$ cat config.mk
export PLATFORM = sky130hd
export DESIGN_NAME = pit_host_ctrl
export DESIGN_NICKNAME = d
export VERILOG_FILES = /design/src/rtl/pit_host_pkg.sv /design/src/rtl/pit_host_ctrl_bus_cycle.sv /design/src/rtl/pit_host_ctrl.sv
export SDC_FILE = /design/constraint.sdc
export NUM_CORES = 1
export LEC_CHECK = 0
export ABC_AREA = 0
export CAP_MARGIN = 20
export CORE_UTILIZATION = 40
export DETAILED_ROUTE_END_ITERATION = 7
export SLEW_MARGIN = 30
export SYNTH_ARGS = -nofsm -noshare
export SYNTH_HDL_FRONTEND = slang
export SYNTH_SLANG_ARGS = --single-unit
$ cat constraint.sdc
create_clock -name clk -period 3.2 [get_ports clk]
set_input_delay 0.8 -clock clk [delete_from_list [all_inputs] [get_ports clk]]
set_output_delay 0.8 -clock clk [all_outputs]
set_load 0.02 [all_outputs]
$ cat src/rtl/pit_host_pkg.sv
`default_nettype none
// ============================================================================
// pit_host_pkg: encodings, state enums and access descriptor for pit_host_ctrl
// Rev 1.0
// ============================================================================
package pit_host_pkg;

  localparam logic [1:0] OP_PROGRAM     = 2'd0;
  localparam logic [1:0] OP_LATCH_READ  = 2'd1;
  localparam logic [1:0] OP_READ_DIRECT = 2'd2;

  localparam logic [1:0] RW_LSB = 2'b01;
  localparam logic [1:0] RW_MSB = 2'b10;
  localparam logic [1:0] RW_LH  = 2'b11;

  localparam logic [1:0] A_CTRL = 2'b11;

  typedef enum logic [1:0] {BUS_IDLE, BUS_SETUP, BUS_STROBE, BUS_HOLD} bus_state_e;
  typedef enum logic [1:0] {CTL_IDLE, CTL_RUN, CTL_RESP} ctl_state_e;

  // byte_sel: 0 = LSB lane, 1 = MSB lane of the 16-bit result
  typedef struct packed {
    logic       is_read;
    logic [1:0] addr;
    logic [7:0] data;
    logic       byte_sel;
  } access_t;

  function automatic logic cmd_is_bad(input logic [1:0] op, input logic [1:0] chan,
                                      input logic [1:0] rw);
    return (op == 2'd3) || (chan == 2'd3) || (rw == 2'b00);
  endfunction

endpackage
`default_nettype wire

$ cat src/rtl/pit_host_ctrl_bus_cycle.sv
`default_nettype none
// ============================================================================
// pit_bus_cycle: one timed 8254 bus access (SETUP/STROBE/HOLD) with read capture
// Rev 1.0
// ============================================================================
module pit_bus_cycle
  import pit_host_pkg::*;
#(
  parameter int SETUP_CYCLES  = 1,
  parameter int STROBE_CYCLES = 2,
  parameter int HOLD_CYCLES   = 1
) (
  input  logic        clk,
  input  logic        reset,
  input  logic        start,
  input  access_t     acc,
  input  logic [7:0]  pit_do,
  output logic        done,
  output logic [15:0] rd_lane,
  output logic        cs_n,
  output logic        rd_n,
  output logic        wr_n,
  output logic [1:0]  addr,
  output logic [7:0]  di
);

  localparam logic [7:0] SETUP_LAST  = 8'(SETUP_CYCLES - 1);
  localparam logic [7:0] STROBE_LAST = 8'(STROBE_CYCLES - 1);
  localparam logic [7:0] HOLD_LAST   = 8'(HOLD_CYCLES - 1);

  bus_state_e  state_q, state_d;
  logic [7:0]  cnt_q, cnt_d;
  logic        is_read_q, is_read_d;
  logic        msb_q, msb_d;
  logic        cs_n_q, cs_n_d, rd_n_q, rd_n_d, wr_n_q, wr_n_d;
  logic [1:0]  addr_q, addr_d;
  logic [7:0]  di_q, di_d;
  logic [15:0] rd_lane_q, rd_lane_d;

  always_comb begin
    state_d   = state_q;
    cnt_d     = cnt_q;
    is_read_d = is_read_q;
    msb_d     = msb_q;
    cs_n_d    = cs_n_q;
    rd_n_d    = rd_n_q;
    wr_n_d    = wr_n_q;
    addr_d    = addr_q;
    di_d      = di_q;
    rd_lane_d = rd_lane_q;
    done      = (state_q == BUS_HOLD) && (cnt_q == 8'd0);

    case (state_q)
      BUS_SETUP: begin
        if (cnt_q == 8'd0) begin
          state_d = BUS_STROBE;
          cnt_d   = STROBE_LAST;
          rd_n_d  = !is_read_q;
          wr_n_d  = is_read_q;
        end else begin
          cnt_d = cnt_q - 8'd1;
        end
      end
      BUS_STROBE: begin
        if (cnt_q == 8'd0) begin
          state_d = BUS_HOLD;
          cnt_d   = HOLD_LAST;
          rd_n_d  = 1'b1;
          wr_n_d  = 1'b1;
          if (is_read_q) rd_lane_d = msb_q ? {pit_do, 8'h00} : {8'h00, pit_do};
        end else begin
          cnt_d = cnt_q - 8'd1;
        end
      end
      BUS_HOLD: begin
        if (cnt_q == 8'd0) begin
          state_d = BUS_IDLE;
          cs_n_d  = 1'b1;
          addr_d  = 2'b00;
          di_d    = 8'h00;
        end else begin
          cnt_d = cnt_q - 8'd1;
        end
      end
      default: ;
    endcase

    // A chained access overrides the HOLD->IDLE exit so cs_n stays low
    if (start && ((state_q == BUS_IDLE) || done)) begin
      state_d   = BUS_SETUP;
      cnt_d     = SETUP_LAST;
      is_read_d = acc.is_read;
      msb_d     = acc.byte_sel;
      cs_n_d    = 1'b0;
      rd_n_d    = 1'b1;
      wr_n_d    = 1'b1;
      addr_d    = acc.addr;
      di_d      = acc.is_read ? 8'h00 : acc.data;
      rd_lane_d = 16'h0000;
    end
  end

  always_ff @(posedge clk) begin
    if (reset) begin
      state_q   <= BUS_IDLE;
      cnt_q     <= 8'd0;
      is_read_q <= 1'b0;
      msb_q     <= 1'b0;
      cs_n_q    <= 1'b1;
      rd_n_q    <= 1'b1;
      wr_n_q    <= 1'b1;
      addr_q    <= 2'b00;
      di_q      <= 8'h00;
      rd_lane_q <= 16'h0000;
    end else begin
      state_q   <= state_d;
      cnt_q     <= cnt_d;
      is_read_q <= is_read_d;
      msb_q     <= msb_d;
      cs_n_q    <= cs_n_d;
      rd_n_q    <= rd_n_d;
      wr_n_q    <= wr_n_d;
      addr_q    <= addr_d;
      di_q      <= di_d;
      rd_lane_q <= rd_lane_d;
    end
  end

  assign rd_lane = rd_lane_q;
  assign cs_n    = cs_n_q;
  assign rd_n    = rd_n_q;
  assign wr_n    = wr_n_q;
  assign addr    = addr_q;
  assign di      = di_q;

endmodule
`default_nettype wire

$ cat src/rtl/pit_host_ctrl.sv
`default_nettype none
// ============================================================================
// pit_host_ctrl: turns timer commands into 8254 access sequences and responses
// Rev 1.0
// ============================================================================
module pit_host_ctrl
  import pit_host_pkg::*;
#(
  parameter int SETUP_CYCLES  = 1,
  parameter int STROBE_CYCLES = 2,
  parameter int HOLD_CYCLES   = 1
) (
  input  logic        clk,
  input  logic        reset,
  input  logic        cmd_valid,
  output logic        cmd_ready,
  input  logic [1:0]  cmd_op,
  input  logic [1:0]  cmd_chan,
  input  logic [1:0]  cmd_rw,
  input  logic [2:0]  cmd_mode,
  input  logic        cmd_bcd,
  input  logic [15:0] cmd_count,
  output logic        rsp_valid,
  output logic        rsp_err,
  output logic [15:0] rsp_data,
  output logic [7:0]  pit_di,
  input  logic [7:0]  pit_do,
  output logic        pit_cs_n,
  output logic        pit_rd_n,
  output logic        pit_wr_n,
  output logic        pit_a0,
  output logic        pit_a1
);

  ctl_state_e        state_q, state_d;
  access_t [3:0]     list_q, list_d, new_list;
  logic [1:0]        n_q, n_d, new_n, idx_q, idx_d, idx_next;
  logic              cmd_ready_q, cmd_ready_d;
  logic              rsp_valid_q, rsp_valid_d, rsp_err_q, rsp_err_d;
  logic [15:0]       rsp_data_q, rsp_data_d;
  logic              accept, bad, is_read;
  logic [7:0]        ctrl_word;
  logic              bc_start, bc_done;
  access_t           bc_acc;
  logic [15:0]       bc_rd_lane;
  logic [1:0]        bc_addr;

  // Access list for the command currently on the input port
  always_comb begin
    accept    = cmd_valid && cmd_ready_q;
    bad       = cmd_is_bad(cmd_op, cmd_chan, cmd_rw);
    is_read   = (cmd_op == OP_LATCH_READ) || (cmd_op == OP_READ_DIRECT);
    ctrl_word = (cmd_op == OP_PROGRAM) ? {cmd_chan, cmd_rw, cmd_mode, cmd_bcd}
                                       : {cmd_chan, 6'b000000};
    new_list  = '0;
    new_n     = 2'd0;
    if (cmd_op != OP_READ_DIRECT) begin
      new_list[new_n] = '{is_read: 1'b0, addr: A_CTRL, data: ctrl_word, byte_sel: 1'b0};
      new_n = new_n + 2'd1;
    end
    if ((cmd_rw == RW_LSB) || (cmd_rw == RW_LH)) begin
      new_list[new_n] = '{is_read: is_read, addr: cmd_chan,
                          data: is_read ? 8'h00 : cmd_count[7:0], byte_sel: 1'b0};
      new_n = new_n + 2'd1;
    end
    if ((cmd_rw == RW_MSB) || (cmd_rw == RW_LH)) begin
      new_list[new_n] = '{is_read: is_read, addr: cmd_chan,
                          data: is_read ? 8'h00 : cmd_count[15:8], byte_sel: 1'b1};
      new_n = new_n + 2'd1;
    end
  end

  always_comb begin
    state_d     = state_q;
    list_d      = list_q;
    n_d         = n_q;
    idx_d       = idx_q;
    cmd_ready_d = cmd_ready_q;
    rsp_valid_d = 1'b0;
    rsp_err_d   = 1'b0;
    rsp_data_d  = rsp_data_q;
    idx_next    = idx_q + 2'd1;
    bc_start    = 1'b0;
    bc_acc      = list_q[idx_next];

    case (state_q)
      CTL_RUN: begin
        if (bc_done) begin
          rsp_data_d = rsp_data_q | bc_rd_lane;
          if (idx_next < n_q) begin
            bc_start = 1'b1;
            idx_d    = idx_next;
          end else begin
            state_d     = CTL_RESP;
            rsp_valid_d = 1'b1;
            cmd_ready_d = 1'b1;
          end
        end
      end
      default: begin
        state_d     = CTL_IDLE;
        cmd_ready_d = 1'b1;
        if (accept) begin
          rsp_data_d = 16'h0000;
          if (bad) begin
            state_d     = CTL_RESP;
            rsp_valid_d = 1'b1;
            rsp_err_d   = 1'b1;
          end else begin
            state_d     = CTL_RUN;
            cmd_ready_d = 1'b0;
            list_d      = new_list;
            n_d         = new_n;
            idx_d       = 2'd0;
            bc_start    = 1'b1;
            bc_acc      = new_list[0];
          end
        end
      end
    endcase
  end

  always_ff @(posedge clk) begin
    if (reset) begin
      state_q     <= CTL_IDLE;
      list_q      <= '0;
      n_q         <= 2'd0;
      idx_q       <= 2'd0;
      cmd_ready_q <= 1'b1;
      rsp_valid_q <= 1'b0;
      rsp_err_q   <= 1'b0;
      rsp_data_q  <= 16'h0000;
    end else begin
      state_q     <= state_d;
      list_q      <= list_d;
      n_q         <= n_d;
      idx_q       <= idx_d;
      cmd_ready_q <= cmd_ready_d;
      rsp_valid_q <= rsp_valid_d;
      rsp_err_q   <= rsp_err_d;
      rsp_data_q  <= rsp_data_d;
    end
  end

  pit_bus_cycle #(
    .SETUP_CYCLES (SETUP_CYCLES),
    .STROBE_CYCLES(STROBE_CYCLES),
    .HOLD_CYCLES  (HOLD_CYCLES)
  ) u_bus (
    .clk    (clk),
    .reset  (reset),
    .start  (bc_start),
    .acc    (bc_acc),
    .pit_do (pit_do),
    .done   (bc_done),
    .rd_lane(bc_rd_lane),
    .cs_n   (pit_cs_n),
    .rd_n   (pit_rd_n),
    .wr_n   (pit_wr_n),
    .addr   (bc_addr),
    .di     (pit_di)
  );

  assign pit_a1    = bc_addr[1];
  assign pit_a0    = bc_addr[0];
  assign cmd_ready = cmd_ready_q;
  assign rsp_valid = rsp_valid_q;
  assign rsp_err   = rsp_err_q;
  assign rsp_data  = rsp_data_q;

endmodule
`default_nettype wire

## Word-level counts from Yosys, hierarchy flattened

Cells that the tools add are included.

- $add $sub $neg: 4
- Multiply operators: 0
- Divide/modulo/power cells: 0
- Magnitude comparators: 6
- Eq/ne operators: 23
- Shift operators: 0
- Mux-type cells: 70
- Bitwise logic cells: 3
- Reduce and logical (&&, ||, !) cells: 34

Operator list:

| operator | number |
|---|---|
| 48-bit bitwise mux | 2 |
| 48-bit 2-to-1 mux | 2 |
| 12-bit 2-to-1 mux | 6 |
| 8-bit 2-to-1 mux | 9 |
| 16-bit 2-to-1 mux | 4 |
| 12-bit demux with 2-bit select | 2 |
| 2-bit 2-to-1 mux | 17 |
| 12-bit binary-select mux with 2-bit select | 1 |
| 8-bit one-hot mux with 3 select lines | 1 |
| 1-bit 2-to-1 mux | 21 |
| 16-bit OR | 1 |
| 2-bit equality test, second input constant | 7 |
| 2-bit inequality test, second input constant | 6 |
| 4-bit AND reduction | 3 |
| 11-bit 2-to-1 mux | 1 |
| 2-bit by 3-bit less-than comparator with 1-bit output, second input constant | 3 |
| 3-bit AND reduction | 3 |
| 2-bit by 1-bit equality test with 1-bit output, second input constant | 4 |
| 8-bit zero test | 1 |
| 2-bit AND reduction | 4 |
| 2-bit nonzero test | 4 |
| 8-bit by 1-bit subtractor with 8-bit output, second input constant | 1 |
| 2-bit by 1-bit adder with 2-bit output, second input constant | 3 |
| 2-bit zero test | 3 |
| other kinds (15) | 31 |

- Bits in registers: 114
- Latch bits: 0
- RAM bits: 0
- Memory bits (read-only): 0
- Input bits: 37
- Output and inout port bits: 32
- Logic and storage cells: 174
- Memories kept: 0

## Longest topological paths before layout

Gate-level depths: netlist of the first run.

- Depth after elaboration: 15
- Gate-level depth with buffers: 10
- Mapped depth without buffers: 9

## Modules after synthesis

From an unflattened synthesis of the first run, not the netlist that was laid out.

- Cell total of the unflattened synthesis: 603
- Area, all modules: 5371.4 sq um

By module, submodules not included:

| module | instances | cells an instance | area an instance (sq um) | seq. area each (sq um) |
|---|---|---|---|---|
| pit_host_ctrl | 1 | 399 | 3533.4 | 1461.4 |
| pit_bus_cycle | 1 | 204 | 1838.0 | 820.8 |

## Least setup slack after synthesis of the first run

Ideal clock, no wire load.

- Path kind: input to register
- From: input port cmd_op[0]
- To: register list_q[45] in the netlist's numbering
- Library setup time: 0.065 ns
- Arrival time: 2.558 ns
- Required time: 3.135 ns
- Setup slack: 0.577 ns
- Stages on the path: 10
- Buffers on the path: 2
- Path through: inv_1 -> ha_1 -> inv_1 -> ha_1 -> clkbuf_1 -> nand3_1 -> nor2_1 -> clkbuf_1 -> a22oi_1 -> nor2_1

- Word-level cells in the longest chain between the ends: 10
- Elaborated cells between the ends (all ways): 23
- Classes of those cells: 1 x add/sub; 4 x order compare; 2 x eq/ne; 10 x mux; 1 x bitwise; 5 x reduce/logical

Ends and longest elaborated chain:

| what | line | source |
|---|---|---|
| start, declared | pit_host_ctrl.sv:17 | `input logic [1:0] cmd_op,` |
| 2-bit inequality test | pit_host_ctrl.sv:57 | `if (cmd_op != OP_READ_DIRECT) begin` |
| 1-bit 2-to-1 mux | pit_host_ctrl.sv:57 |  |
| 2-bit by 1-bit adder with 2-bit output (tied with other cells) | pit_host_ctrl.sv:64 | `new_n = new_n + 2'd1;` |
| 2-bit 2-to-1 mux / 1-bit logical AND (equally long branches) | pit_host_ctrl.sv:61, pit_host_ctrl.sv:62 |  |
| 2-bit by 3-bit less-than comparator with 1-bit output (implied by the code) (tied with other cells) | pit_host_ctrl.sv:67 | `new_list[new_n] = '{is_read: is_read, addr: cmd_chan,` |
| 1-bit logical AND (implied by the code) / 12-bit demux with 2-bit select (equally long branches) | pit_host_ctrl.sv:67, pit_host_ctrl.sv:62 |  |
| 12-bit 2-to-1 mux / 48-bit bitwise mux (equally long branches) | pit_host_ctrl.sv:68, pit_host_ctrl.sv:62 |  |
| 12-bit demux with 2-bit select / 48-bit 2-to-1 mux (equally long branches) | pit_host_ctrl.sv:67, pit_host_ctrl.sv:61 |  |
| 48-bit bitwise mux | pit_host_ctrl.sv:67 |  |
| 48-bit 2-to-1 mux | pit_host_ctrl.sv:66 | `if ((cmd_rw == RW_MSB) \|\| (cmd_rw == RW_LH)) begin` |
| end signal, assigned | pit_host_ctrl.sv:135 | `list_q <= list_d;` |
| end, declared | pit_host_ctrl.sv:36 | `access_t [3:0] list_q, list_d, new_list;` |

Parallel ways exist; a longest one is shown, timed or not.
A chain may end at the register's enable or synchronous reset.

## Final worst setup path of the first run

- From: input port cmd_op[0]
- To: register u_bus.di_q[3], in the netlist u_bus.di[3]

- Word-level cells in the longest chain between the ends: 15
- Elaborated cells between the ends (all ways): 41
- Classes of those cells: 1 x add/sub; 4 x order compare; 4 x eq/ne; 22 x mux; 10 x reduce/logical

Ends and longest elaborated chain:

| what | line | source |
|---|---|---|
| 2-bit inequality test | pit_host_ctrl.sv:57 |  |
| 1-bit 2-to-1 mux | pit_host_ctrl.sv:57 |  |
| 2-bit by 1-bit adder with 2-bit output (tied with other cells) | pit_host_ctrl.sv:64 |  |
| 2-bit 2-to-1 mux / 1-bit logical AND (equally long branches) | pit_host_ctrl.sv:61, pit_host_ctrl.sv:62 |  |
| 2-bit by 3-bit less-than comparator with 1-bit output (implied by the code) (tied with other cells) | pit_host_ctrl.sv:67 |  |
| 1-bit logical AND (implied by the code) / 12-bit demux with 2-bit select (equally long branches) | pit_host_ctrl.sv:67, pit_host_ctrl.sv:62 |  |
| 12-bit 2-to-1 mux / 48-bit bitwise mux (equally long branches) | pit_host_ctrl.sv:68, pit_host_ctrl.sv:62 |  |
| 12-bit demux with 2-bit select / 48-bit 2-to-1 mux (equally long branches) | pit_host_ctrl.sv:67, pit_host_ctrl.sv:61 |  |
| 48-bit bitwise mux | pit_host_ctrl.sv:67 |  |
| 48-bit 2-to-1 mux | pit_host_ctrl.sv:66 |  |
| 12-bit 2-to-1 mux | pit_host_ctrl.sv:105 | `if (bad) begin` |
| 12-bit 2-to-1 mux | pit_host_ctrl.sv:103 | `if (accept) begin` |
| 12-bit 2-to-1 mux | pit_host_ctrl.sv:86 | `case (state_q)` |
| 8-bit 2-to-1 mux | pit_host_ctrl_bus_cycle.sv:98 | `di_d = acc.is_read ? 8'h00 : acc.data;` |
| 8-bit 2-to-1 mux | pit_host_ctrl_bus_cycle.sv:89 | `if (start && ((state_q == BUS_IDLE) \|\| done)) begin` |
| end signal, assigned | pit_host_ctrl_bus_cycle.sv:124 | `di_q <= di_d;` |
| end, declared | pit_host_ctrl_bus_cycle.sv:37 | `logic [7:0] di_q, di_d;` |

Parallel ways exist; a longest one is shown, timed or not.

==> summary.md, run 1 <==
| Metric | Value |
|---|---|
| Sw frac | `29.7%` |
| Syn. warnings | `0` |
| RSZ-0062 raised after global routing | `no` |
| Post-CTS setup buffers | `0` |
| Final WL | `13,900 um` |
| Post-layout min period | `2.77 ns` |
| H-tree depth | `4` |
| Final count of negative-setup-slack endpoints | `0` |
| Slew Limit Fails | `0` |
| Leak pwr | `2.47 nW` |
| EDFF count, synth | `0` |
| Synth unique cells | `54` |
| Critical Path RT | `3.55 ns` |
| CTS tree | `yes` |
| Pwr/cell area | `701 mW/mm^2` |
| Number of port buffers | `68` |
| Fmax | `0.361 GHz` |
| Post-route setup slack | `0.434 ns` |
| Post-synth top area share | `43.8%` |
| Final hold vios | `0` |
| Global route overflow | `0` |
| Comb power frac | `22.7%` |
| Max-cap violation count | `0` |
| Most frequent cells in the layout | `dfxtp_1, nor2_1, a21oi_1, clkdlybuf4s50_1, nand2_1` |
| Proportion of layout cells with a drive suffix above 1 | `12.6%` |
| DR vias/cell | `5.41` |
| Hold crit path type | `reg2reg` |
| Post-CTS Hold Fix Bufs | `0` |
| Synth-to-Final Area Change | `31.6%` |
| Fillcell total | `1,192` |
| Synthesized net count | `652` |
| N_diodes | `0` |
| Clock share of power | `44.5%` |
| GP Congestion | `0.834` |
| Drt drc | `0` |
| Status | `complete, no violations` |
| Post-Syn Area | `0.00521 sq mm` |
| Critical path class | `in2reg` |
| Final layout net count | `720` |
| Fin Clk Skew | `0.00730 ns` |
| Drt wl/cell | `16.4 um` |
| Largest family of logic cells by synthesized area | `simple AND/OR/NAND/NOR gates` |
| Clk slew on worst S/H paths | `0.06 ns` |
| Io pins | `69` |
| Synth Area in Adders | `4.71%` |
| Yosys top cell by area | `dfxtp_1` |
| Reported net switching power | `1.43 mW` |
| Die Ht | `116 um` |
| Post-synthesis mux area share | `5.79%` |
| Core footprint | `0.0127 sq mm` |
| # clock sinks | `114` |
| Initial Util | `41.1%` |
| DIE WIDTH | `116 um` |
| Top FF cell, synth | `dfxtp_1` |
| GRT Overall Usage | `22.5%` |
| Crit start category | `input pin` |
| Via count | `4,595` |
| CP Max Fanout | `8` |
| DRT iter0 DRCs | `365` |
| Synth Area in Simple Gates | `21.0%` |
| Largest net degree at the start of global routing | `61` |
| Complex-gate fraction of the synthesized area | `19.9%` |
| Synth Area in XOR/XNOR | `0.168%` |
| Worst-margin pin slew | `0.966 ns` |
| Synthesized flop and latch total | `114` |
| Ranking of synthesized cells by area | `dfxtp_1, a21oi_1, nor2_1` |
| Post-Syn Instances | `596` |
| Hpwl dp | `9190 um` |
| Tot Pwr | `4.80 mW` |
| Max transition margin | `35.3%` |
| Die area | `0.0135 sq mm` |
| CTS root buf | `clkbuf_16` |
| Total CTS buffers | `17` |
| Tcrit/Tclk final | `86.5%` |
| CP arrival | `3.11 ns` |
| Worst-Skew Late Latency | `0.42 ns` |
| ANT nets after route | `0` |
| Flop pwr share | `32.9%` |
| PostCTS Resize Cnt | `0` |
| DP Worst Slack | `-0.0276 ns` |
| Mean Syn Cell Area | `8.74 sq um` |
| Initial antenna violation count | `0` |
| Vias in the first global route | `4,600` |
| Row count | `41` |
| Max Root-Sink Buffers | `2` |
| CP endpoint kind | `flip-flop` |
| Register area share after synthesis | `43.8%` |
| First drt pass iteration count | `5` |
| First-pass GRT wire length | `23,000 um` |
| Final Util | `54.1%` |
| Async SR Flop Fraction | `0%` |
| Worst VDD drop | `0.339 mV` |
| Int Power | `3.38 mW` |
| Most common cell after layout, fill and taps aside | `dfxtp_1` |
[metal layers]
layer	up-vias	global-route usage [%]	part of all wire, %
met5	-	0	0
met4	0	10.1	1.5
met3	22	5.54	5.1
met2	138	36.2	47
met1	2169	28.4	46
li1	2266	-	-
[worst paths after layout]
path / to / from / cells past startpoint / slack [ns]
worst min register to register: u_bus.rd_lane[4] / u_bus.rd_lane[4] / 2 / 0.45
worst min-delay path: u_bus.rd_lane[4] / u_bus.rd_lane[4] / 2 / 0.45
worst max-delay path: u_bus.di[3] / cmd_op[0] / 9 / 0.43
worst max register to register: u_bus.rd_lane[14] / u_bus.cnt_q[0] / 7 / 0.88
[area by class of cell]
| class | count | area (sq um) | area share, % |
|---|---|---|---|
| Multi-Input combinational cell | 422 | 2700 | 39.5 |
| Sequential cell | 114 | 2280 | 33.3 |
| Timing Repair Buffer | 95 | 928 | 13.6 |
| Clock buffer | 20 | 467 | 6.81 |
| Tap cell | 172 | 215 | 3.14 |
| Clock inverter | 12 | 201 | 2.94 |
| Inverter | 14 | 52.6 | 0.767 |
[synthesized netlist by cell type, types with 3 or more instances]
library cell	number
a32o_1	8
nor3_1	18
nor2_1	86
mux4_2	12
a211oi_1	4
a21oi_1	81
and3_1	3
or3_1	3
nand2b_1	4
clkbuf_1	33
buf_2	3
o21ai_0	9
o2bb2ai_1	9
a31oi_1	3
ha_1	18
nand4_1	3
nor4_1	3
nand3b_1	8
inv_1	13
a221oi_1	6
nand2_1	49
nand3_1	24
or2_2	4
buf_1	8
nor2b_1	11
dfxtp_1	114
and2_1	3
a22oi_1	22
[power by group through the flow]
stage	clock (mW)	combinational, mW	sequential [mW]
final	2.14	1.09	1.58
after global routing	2.23	1.22	1.59
after CTS	2.16	1.09	1.58
after detailed placement	0	1.08	1.61
after global placement	0	1.07	1.60
after floorplan	0	0.777	1.60
[worst max-delay path, cell delays in order]
cell and delay, ns:
clkdlybuf4s50_1 0.52, inv_1 0.08, buf_4 0.14, ha_1 0.18, and3b_1 0.17, o2111ai_1 0.24, o21ai_0 0.17, or3b_1 0.59
o2bb2ai_1 0.22
[registers in the layout, summed over array words and instances, names as in the netlist, 2 cells and up]
signal and flops:
idx_q 2, list_q 48, n_q 2, rsp_data 16
state_q 2, u_bus.addr 2, u_bus.cnt_q 8, u_bus.di 8
u_bus.rd_lane 16, u_bus.state_q 2
[cells by family (layout without fill, tap and decap cells)]
logic type / after synthesis / in the layout
AO/OA/AOI/OAI: 159 / 159
adder cells (fa/ha/maj): 19 / 19
AND/OR/NAND/NOR: 228 / 228
multiplexers: 15 / 15
flip-flops: 114 / 114
XOR/XNOR: 1 / 1
buffers and inverters: 60 / 141
[metrics by stage]
stage	instances	setup TNS, ns	hold slack, ns	instance area [sq um]
2_1_floorplan	596	0	0.429	5210
3_3_place_gp	817	0	0.439	6180
3_5_place_dp	817	-0.103	0.442	6180
4_1_cts	849	0	0.450	6850
5_1_grt	849	0	0.462	6850
6_report	849	0	0.449	6850
(Power assumes the default switching activity.)
==> run 2: changes to the inputs <==
--- a/config.mk
+++ b/config.mk
@@ -13,3 +13,4 @@
 export SYNTH_ARGS = -nofsm -noshare
 export SYNTH_HDL_FRONTEND = slang
 export SYNTH_SLANG_ARGS = --single-unit
+export TNS_END_PERCENT = 100
==> results of run 2 <==
Same layout as run 1: the final DEF is identical, and so are final timing and power.
==> run 3: changes to the inputs <==
--- a/config.mk
+++ b/config.mk
@@ -9,7 +9,7 @@
 export CAP_MARGIN = 20
 export CORE_UTILIZATION = 40
 export DETAILED_ROUTE_END_ITERATION = 7
-export SLEW_MARGIN = 30
+export SLEW_MARGIN = 20
 export SYNTH_ARGS = -nofsm -noshare
 export SYNTH_HDL_FRONTEND = slang
 export SYNTH_SLANG_ARGS = --single-unit
==> run 3 against run 2 <==
Sequential power about the same. Maximum frequency about the same. Clock power barely moved. Via count barely moved. Total power hardly changed. Count of clock-buffer cells in the layout is the same. Non-clock buffer count unchanged. Critical path type unchanged. Critical endpoint unchanged. Largest cell class unchanged. Highest routed layer unchanged.
==> summary.md, run 3 (synthesized netlist as in run 1, its figures left out) <==
| Metric | Value |
|---|---|
| Hpwl dp | `9190 um` |
| Die Ht | `116 um` |
| Row count | `41` |
| Post-CTS setup buffers | `0` |
| R2R depth | `7` |
| Crit Reg-Reg Endpoint | `u_bus.rd_lane[14]` |
| DRT iter0 DRCs | `366` |
| Min Hold Slack | `0.449 ns` |
| Tcrit/Tclk final | `86.5%` |
| CP endpoint kind | `flip-flop` |
| Top reg by flops | `list_q` |
| Max incr delay on CP | `0.59 ns` |
| Worst hold path depth | `2` |
| Synth-to-Final Area Change | `31.5%` |
| Max-cap violation count | `0` |
| Global route overflow | `0` |
| Final layout net count | `720` |
| Crit path depth | `9` |
| Drt wl/cell | `16.4 um` |
| Leak pwr | `2.47 nW` |
| R2R setup slack | `0.88 ns` |
| Max reg flops | `48` |
| Critical path's slowest cell | `or3b_1` |
| Drt drc | `0` |
| Most common cell after layout, fill and taps aside | `dfxtp_1` |
| Proportion of layout cells with a drive suffix above 1 | `12.4%` |
| Hold crit path type | `reg2reg` |
| Worst VDD drop | `0.339 mV` |
| Via count | `4,594` |
| Crit-path cells | `clkdlybuf4s50_1 > inv_1 > buf_4 > ha_1 > and3b_1 > o2111ai_1 > o21ai_0 > or3b_1 > o2bb2ai_1` |
| Largest net degree at the start of global routing | `61` |
| Worst-margin pin slew | `0.966 ns` |
| CTS root buf | `clkbuf_16` |
| Fin Clk Skew | `0.00728 ns` |
| Max transition margin | `35.4%` |
| Most frequent cells in the layout | `dfxtp_1, nor2_1, a21oi_1, clkdlybuf4s50_1, nand2_1` |
| Reg-to-Reg Start | `u_bus.cnt_q[0]` |
| Initial antenna violation count | `0` |
| First-pass GRT wire length | `23,000 um` |
| # clock sinks | `114` |
| Final count of negative-setup-slack endpoints | `0` |
| N_diodes | `0` |
| Final std cells w/o fill | `849` |
| Pwr/cell area | `702 mW/mm^2` |
| CP arrival | `3.11 ns` |
| GRT Overall Usage | `22.5%` |
| PostCTS Resize Cnt | `0` |
| GP Congestion | `0.834` |
| Slew Limit Fails | `0` |
| Vias in the first global route | `4,600` |
| Fmax | `0.361 GHz` |
| DR vias/cell | `5.41` |
| Area of placed instances | `0.00618 sq mm` |
| Core footprint | `0.0127 sq mm` |
| Tot Pwr | `4.81 mW` |
| Total CTS buffers | `17` |
| RSZ-0062 raised after global routing | `no` |
| Crit path max-delay family | `simple AND/OR/NAND/NOR gates` |
| Final WL | `13,900 um` |
| Status | `complete, no violations` |
| H-tree depth | `4` |
| Crit start category | `input pin` |
| Die area | `0.0135 sq mm` |
| CP Max Fanout | `8` |
| Critical Path Source | `cmd_op[0]` |
| Worst-Skew Late Latency | `0.42 ns` |
| Number of port buffers | `68` |
| Post-layout min period | `2.77 ns` |
| First drt pass iteration count | `5` |
| Inst Count DP | `817` |
| Io pins | `69` |
| ANT nets after route | `0` |
| DIE WIDTH | `116 um` |
| Post-route cell area | `0.00685 sq mm` |
| CTS tree | `yes` |
| Post-CTS Hold Fix Bufs | `0` |
| Clk slew on worst S/H paths | `0.06 ns` |
| Initial Util | `41.1%` |
| Critical path destination | `u_bus.di[3]` |
| Final hold vios | `0` |
| Critical Path RT | `3.55 ns` |
| Max Root-Sink Buffers | `2` |
| Critical path class | `in2reg` |
| CP bufs+invs | `3` |
## run 3: how the worst min path moves through the flow
stage	startpoint	end	slack, ns
after global routing	u_bus.rd_lane[5]	u_bus.rd_lane[5]	0.46
after detailed placement	u_bus.rd_lane[4]	u_bus.rd_lane[4]	0.44
final	u_bus.rd_lane[4]	u_bus.rd_lane[4]	0.45
after global placement	u_bus.rd_lane[15]	u_bus.rd_lane[15]	0.44
after CTS	u_bus.rd_lane[4]	u_bus.rd_lane[4]	0.45
after floorplan	list_q[25]	list_q[25]	0.43
## run 3: through the flow
step	setup WS, ns	utilization (%)	setup TNS [ns]
floorplan	0.577	-	0
global placement	0.0448	48.8	0
detailed placement	-0.0276	48.8	-0.103
CTS	0.414	54.0	0
global route	0.241	54.0	0
finish	0.433	54.0	0
## run 3: per-layer routing
layer	routed length (um)	vias to the layer above	track usage, %	part of all wire (%)
met1	6390	2171	28.4	46
met3	713	20	5.54	5.1
met4	201	0	10.1	1.4
li1	-	2265	-	-
met2	6630	138	36.2	48
met5	0	-	0	0
## run 3: final cells by class
cell class                 instances  area [sq um]
tap                              172           215
sequential                       114          2280
multi-input combinational        422          2700
inverter                          14          52.6
clock buffer                      20           467
fill                            1192          5820
clock inverter                    12           201
timing repair buffer              95           928
## run 3: report_power, final
part           internal [mW]  switching (mW)
clock network           1.45           0.692
logic                  0.436           0.653
registers               1.50          0.0827
total                   3.38            1.43
## run 3: tightest hold or removal path: stages, from the launching register on
cell,delay [ns]
dfxtp_1,0.31
nand2_1,0.05
a21oi_1,0.05
